## src/rtl/beam_scan_if.sv

```systemverilog
// Handshake/bus bundle between the beam-scan controller and the array/CIC datapath.
// master: datapath/stimulus side, slave: controller side.
interface beam_scan_if #(
  parameter int LOG_WIN = 4
);
  logic                   start;
  logic                   sample_valid;
  logic [7:0]             sample;
  logic [4:0]             delay_select;
  logic                   busy;
  logic                   done;
  logic [4:0]             best_delay;
  logic [8+LOG_WIN-1:0]   best_energy;

  modport master (
    output start, sample_valid, sample,
    input  delay_select, busy, done, best_delay, best_energy
  );

  modport slave (
    input  start, sample_valid, sample,
    output delay_select, busy, done, best_delay, best_energy
  );
endinterface

```

## src/rtl/beam_scan_controller.sv

```systemverilog
// Sweeps the beamformer delay-select, measures |sample| energy per position and parks on the loudest.
// Optional continuous re-scan when BEAM_SCAN_TRACK_EN is defined.
//
// state   | meaning
// IDLE    | waiting for start, delay_select holds last winner
// SETTLE  | discarding strobes while the CIC settles after a delay change
// ACCUM   | summing |sample| over 2^LOG_WIN strobes
// COMPARE | one cycle: update best, advance or finish
// DONE    | one cycle: done pulse, delay_select = best_delay
module beam_scan_controller #(
  parameter int NUM_DELAYS = 32,
  parameter int LOG_WIN    = 4,
  parameter int SETTLE     = 8
) (
  input  logic        clk,
  input  logic        rst_n,
  beam_scan_if.slave  bus
);
  localparam int         ACC_W   = 8 + LOG_WIN;
  localparam logic [8:0] SET_LEN = 9'(SETTLE);
  localparam logic [8:0] WIN_LEN = 9'(1 << LOG_WIN);
  localparam logic [4:0] LAST    = 5'(NUM_DELAYS - 1);

  typedef enum logic [2:0] {
    S_IDLE, S_SETTLE, S_ACCUM, S_COMPARE, S_DONE
  } state_t;

  state_t             r_state, w_state;
  logic [8:0]         r_cnt, w_cnt;
  logic [ACC_W-1:0]   r_acc, w_acc;
  logic [4:0]         r_delay, w_delay;
  logic               r_busy, w_busy;
  logic               r_done, w_done;
  logic [4:0]         r_best_delay, w_best_delay;
  logic [ACC_W-1:0]   r_best_energy, w_best_energy;

  logic [7:0]         w_mag;
  logic               w_better;

  // -128 negates to 0x80 which reads as 128 unsigned, so 8 bits hold every magnitude
  assign w_mag    = bus.sample[7] ? 8'(~bus.sample + 8'd1) : bus.sample;
  assign w_better = (r_acc > r_best_energy);

  always_ff @(posedge clk or negedge rst_n) begin
    if (!rst_n) begin
      r_state       <= S_IDLE;
      r_cnt         <= '0;
      r_acc         <= '0;
      r_delay       <= '0;
      r_busy        <= 1'b0;
      r_done        <= 1'b0;
      r_best_delay  <= '0;
      r_best_energy <= '0;
    end else begin
      r_state       <= w_state;
      r_cnt         <= w_cnt;
      r_acc         <= w_acc;
      r_delay       <= w_delay;
      r_busy        <= w_busy;
      r_done        <= w_done;
      r_best_delay  <= w_best_delay;
      r_best_energy <= w_best_energy;
    end
  end

  always_comb begin
    w_state       = r_state;
    w_cnt         = r_cnt;
    w_acc         = r_acc;
    w_delay       = r_delay;
    w_busy        = r_busy;
    w_done        = 1'b0;
    w_best_delay  = r_best_delay;
    w_best_energy = r_best_energy;

    case (r_state)
      S_IDLE: begin
        if (bus.start) begin
          w_state       = S_SETTLE;
          w_delay       = '0;
          w_best_delay  = '0;
          w_best_energy = '0;
          w_busy        = 1'b1;
          w_cnt         = SET_LEN;
        end
      end

      S_SETTLE: begin
        // a zero count here means SETTLE=0: leave on the next cycle without a strobe
        if (r_cnt == 9'd0 || (bus.sample_valid && r_cnt == 9'd1)) begin
          w_state = S_ACCUM;
          w_cnt   = WIN_LEN;
          w_acc   = '0;
        end else if (bus.sample_valid) begin
          w_cnt = r_cnt - 9'd1;
        end
      end

      S_ACCUM: begin
        if (bus.sample_valid) begin
          w_acc = r_acc + {{LOG_WIN{1'b0}}, w_mag};
          if (r_cnt == 9'd1) begin
            w_state = S_COMPARE;
            w_cnt   = '0;
          end else begin
            w_cnt = r_cnt - 9'd1;
          end
        end
      end

      S_COMPARE: begin
        if (w_better) begin
          w_best_energy = r_acc;
          w_best_delay  = r_delay;
        end
        if (r_delay == LAST) begin
          w_state = S_DONE;
          w_done  = 1'b1;
          w_delay = w_better ? r_delay : r_best_delay;
        end else begin
          w_state = S_SETTLE;
          w_delay = r_delay + 5'd1;
          w_cnt   = SET_LEN;
        end
      end

      S_DONE: begin
`ifdef BEAM_SCAN_TRACK_EN
        w_state       = S_SETTLE;
        w_delay       = '0;
        w_best_delay  = '0;
        w_best_energy = '0;
        w_cnt         = SET_LEN;
`else
        w_state = S_IDLE;
        w_busy  = 1'b0;
`endif
      end

      default: w_state = S_IDLE;
    endcase
  end

  assign bus.delay_select = r_delay;
  assign bus.busy         = r_busy;
  assign bus.done         = r_done;
  assign bus.best_delay   = r_best_delay;
  assign bus.best_energy  = r_best_energy;

endmodule

```

## src/flat_wrapper.sv

```systemverilog
// flat-port wrapper written by rule: the top's interface ports become plain ports
module beam_scan_controller_flat 
#(
  parameter int NUM_DELAYS = 32,
  parameter int LOG_WIN    = 4,
  parameter int SETTLE     = 8
)
  (clk, rst_n, bus_start, bus_sample_valid, bus_sample, bus_delay_select, bus_busy, bus_done, bus_best_delay, bus_best_energy);
  beam_scan_if #(.LOG_WIN(LOG_WIN)) bus_i ();
  input  logic clk;
  input  logic rst_n;
  input wire logic [$bits(bus_i.start)-1:0] bus_start;
  input wire logic [$bits(bus_i.sample_valid)-1:0] bus_sample_valid;
  input wire logic [$bits(bus_i.sample)-1:0] bus_sample;
  output wire logic [$bits(bus_i.delay_select)-1:0] bus_delay_select;
  output wire logic [$bits(bus_i.busy)-1:0] bus_busy;
  output wire logic [$bits(bus_i.done)-1:0] bus_done;
  output wire logic [$bits(bus_i.best_delay)-1:0] bus_best_delay;
  output wire logic [$bits(bus_i.best_energy)-1:0] bus_best_energy;
  assign bus_i.start = bus_start;
  assign bus_i.sample_valid = bus_sample_valid;
  assign bus_i.sample = bus_sample;
  assign bus_delay_select = bus_i.delay_select;
  assign bus_busy = bus_i.busy;
  assign bus_done = bus_i.done;
  assign bus_best_delay = bus_i.best_delay;
  assign bus_best_energy = bus_i.best_energy;
  beam_scan_controller #(.NUM_DELAYS(NUM_DELAYS), .LOG_WIN(LOG_WIN), .SETTLE(SETTLE)) u_core (.clk(clk), .rst_n(rst_n), .bus(bus_i));
endmodule
```

## config.mk

```make
export PLATFORM = sky130hd
export DESIGN_NAME = beam_scan_controller_flat
export DESIGN_NICKNAME = d
export VERILOG_FILES = /design/src/rtl/beam_scan_if.sv /design/src/rtl/beam_scan_controller.sv /design/src/flat_wrapper.sv
export SDC_FILE = /design/constraint.sdc
export NUM_CORES = 1
export LEC_CHECK = 0
export CELL_PAD_IN_SITES_DETAIL_PLACEMENT = 0
export CELL_PAD_IN_SITES_GLOBAL_PLACEMENT = 1
export CORE_ASPECT_RATIO = 1.5
export CORE_MARGIN = 1
export CORE_UTILIZATION = 44
export DETAILED_ROUTE_END_ITERATION = 12
export GPL_ROUTABILITY_DRIVEN = 0
export GPL_TIMING_DRIVEN = 0
export PLACE_DENSITY_LB_ADDON = 0.1
export SLEW_MARGIN = 20
export SYNTH_ARGS = -nofsm -noshare
export SYNTH_HDL_FRONTEND = slang
export SYNTH_SLANG_ARGS = --single-unit
```

## constraint.sdc

```tcl
create_clock -name clk -period 2.9 [get_ports clk]
set_input_delay 0.29 -clock clk [delete_from_list [all_inputs] [get_ports clk]]
set_output_delay 0.29 -clock clk [all_outputs]
set_load 0.02 [all_outputs]
```

==> flow_summary.ini <==
[placed_design]
preCtsSetupSlack_ns = -0.263
postPlaceCellArea_um2 = 3770
hpwlAfterDp_um = 5460
port_buffers = 35

[floorplan]
die_h_um = 108
die_w_um = 72.7
start_util = 0.456
io_pins = 36
coreArea_um2 = 7230
design.die.area_um2 = 7850
rows = 38

[yosys]
netlist_instances = 364
synth_area_um2 = 3300
syn_nets = 405
ys_seq_area_frac = 0.364
async_flop_share = 1.00
avgSynthCellArea_um2 = 9.05
yosysWarnings = 0
synth-edff-count = 0
ys_dominant_reg_cell = dfrtp_1
ys_ff_latch = 48
ys_types = 55

[cts]
clk_latency_ns = 0.31
root_buffer = clkbuf_8
tritoncts = built
hold_buffers = 0
cts_buffers = 5
cts-htree-levels = 2
clk_pin_slew_ns = 0.09
clk_path_buf_depth = 2
cts_num_sinks = 48

[cells_and_area]
syn2layout_area_growth_pct = 17.7
multi_input_comb_area_um2 = 1910
fill_cells = 695
final_cell_mix = nand2_1, dfrtp_1, inv_1, clkdlybuf4s50_1
layout.nets = 447
final_common_cell = nand2_1
fin_area_um2 = 3880
diodes = 0
seq_area_um2 = 1200
drive_gt1_frac = 0.0737

[sta]
fin_hold_ws_ns = -0.0102
grt_setup_unrepaired = false
final-setup-viol-count = 0
fin_ws_ns = 0.169
fmax_ghz = 0.366
layout_min_cycle_time_ns = 2.73
maxSlewViolCount = 0
fin_skew_ns = 0.00856
worstMarginPinSlew_ns = 0.640
finalHoldViolations = 13
slew_headroom = 0.573
min_period_over_period = 0.942

[worst_setup_path]
path_max_fanout = 3
crit_path_start_kind = primary input
worst_ep_arrival_time_ns = 2.93
critPathRequiredTime_ns = 3.10
cp-end-kind = register
criticalPathCategory = primary input to register
r2r_cells = 7

[worst_hold_path]
hold_class = primary input to asynchronous set/reset pin

[drt]
drc = 0
wl_per_cell_um = 14.8
postRouteAntennaNets = 0
vias = 2678
drtIter0Drc = 92
wl_met1_um = 3340
top_layer_used = met4
viasPerCell = 5.28
wl_um = 7530
dr_wl_met3_um = 149
wl_met2_um = 3930
first_pass_iters = 4

[global_routing]
grtUsageTotal = 0.205
grt_pass1_wl_um = 12400
grt_pass1_vias = 2595
grt_overflow = 0
grt_start_max_net_pins = 49
antenna_found_initial = 0

[power]
p_total_uw = 3530
p_leak_uw = 0.00177
p_per_area_nw_per_um2 = 909
vdd_drop_max_uv = 477

[outcome]
status = finished with violations
violations = negative hold slack

[run]
drv_cap = 0
## through the flow
| step | instances | util | hold slack, ns | TNS [ns] |
|---|---|---|---|---|
| 2_1_floorplan | 364 | - | -0.00559 | 0 |
| 3_3_place_gp | 499 | 0.522 | 0.505 | -0.391 |
| 3_5_place_dp | 499 | 0.521 | 0.365 | -0.391 |
| 4_1_cts | 507 | 0.534 | 0.0218 | 0 |
| 5_1_grt | 507 | 0.537 | 0.0406 | 0 |
| 6_report | 507 | 0.537 | -0.0102 | 0 |
## worst max-delay path: stages
cell and delay (ns):
clkdlybuf4s50_1 0.51, inv_1 0.07, ha_1 0.27, nand2_1 0.04
o21ai_1 0.16, inv_1 0.10, fa_1 0.44, nand3b_1 0.20
a21o_1 0.22, a32oi_2 0.26, nand2_1 0.09, mux2_2 0.28
## cell families (layout without fill, tap and decap cells)
kind of cell               count (synthesis)  count (layout)  synth area share
AOI/OAI and AO/OA                         80              80             0.149
xor gates and xnor gates                  17              17            0.0452
adders and majority gates                 29              29             0.112
buffers and inverters                     49              92            0.0615
DFF                                       48              48             0.364
muxes                                     26              26            0.0809
and+or+nand+nor                          115             115             0.186
## registers in the layout, summed over array words and instances, names as in the netlist
| signal | cells |
|---|---|
| u_core.bus.best_delay | 5 |
| u_core.bus.best_energy | 12 |
| u_core.bus.busy | 1 |
| u_core.bus.delay_select | 5 |
| u_core.bus.done | 1 |
| u_core.r_acc | 12 |
| u_core.r_cnt | 9 |
| u_core.r_state | 3 |
## power breakdown
group          total (µW)  switching (µW)  internal [µW]
combinational        2040            1120            911
sequential           1060             218            843
clock                 429             234            195
## synthesized netlist by cell type (all sizes together) (4+ instances only)
library cell / instances / area share
xor2: 4 / 0.011
dfrtp: 48 / 0.36
o21ai: 18 / 0.027
and3: 4 / 0.0076
nor3: 4 / 0.0061
o22ai: 8 / 0.015
inv: 38 / 0.043
ha: 28 / 0.11
a22o: 4 / 0.011
a21oi: 28 / 0.043
nand4: 4 / 0.0076
nand2: 51 / 0.058
nand2b: 6 / 0.011
nor2: 16 / 0.020
buf: 7 / 0.014
or3: 4 / 0.0076
xnor2: 13 / 0.035
clkbuf: 4 / 0.0046
mux2i: 21 / 0.064
nor4: 5 / 0.017
mux2: 5 / 0.017
## final timing paths
| kind | from | endpoint | slack [ns] |
|---|---|---|---|
| setup / recovery | bus_sample[0] | u_core.r_acc[8] | 0.17 |
| hold / removal | rst_n | u_core.r_cnt[8] | -0.01 |
| setup reg to reg | u_core.bus.delay_select[0] | u_core.r_cnt[0] | 0.41 |
| hold reg to reg | u_core.bus.busy | u_core.bus.busy | 0.53 |
| max in group asynchronous | rst_n | u_core.bus.best_energy[0] | 2.47 |
| min in group clk | u_core.bus.busy | u_core.bus.busy | 0.53 |
## metal layers
layer  GRT usage  vias up
met5           0        -
met4      0.0630        0
met3      0.0336        7
met2       0.362       27
met1       0.253     1289
li1            -     1355
## what timing repair did
action | in CTS | in global routing
setup endpoints to repair | 0 | 3
setup buffers | 0 | 0
resized for setup | 0 | 4
## area by class of cell
class,instances,area share
clock buffers,8,0.0232
flip-flops and latches,48,0.310
multi-input cells,267,0.493
inverters,38,0.0368
plain buffers,11,0.0155
repair buffers,35,0.0897
well taps,100,0.0323
No activity file was read; power rests on OpenSTA's default activity.
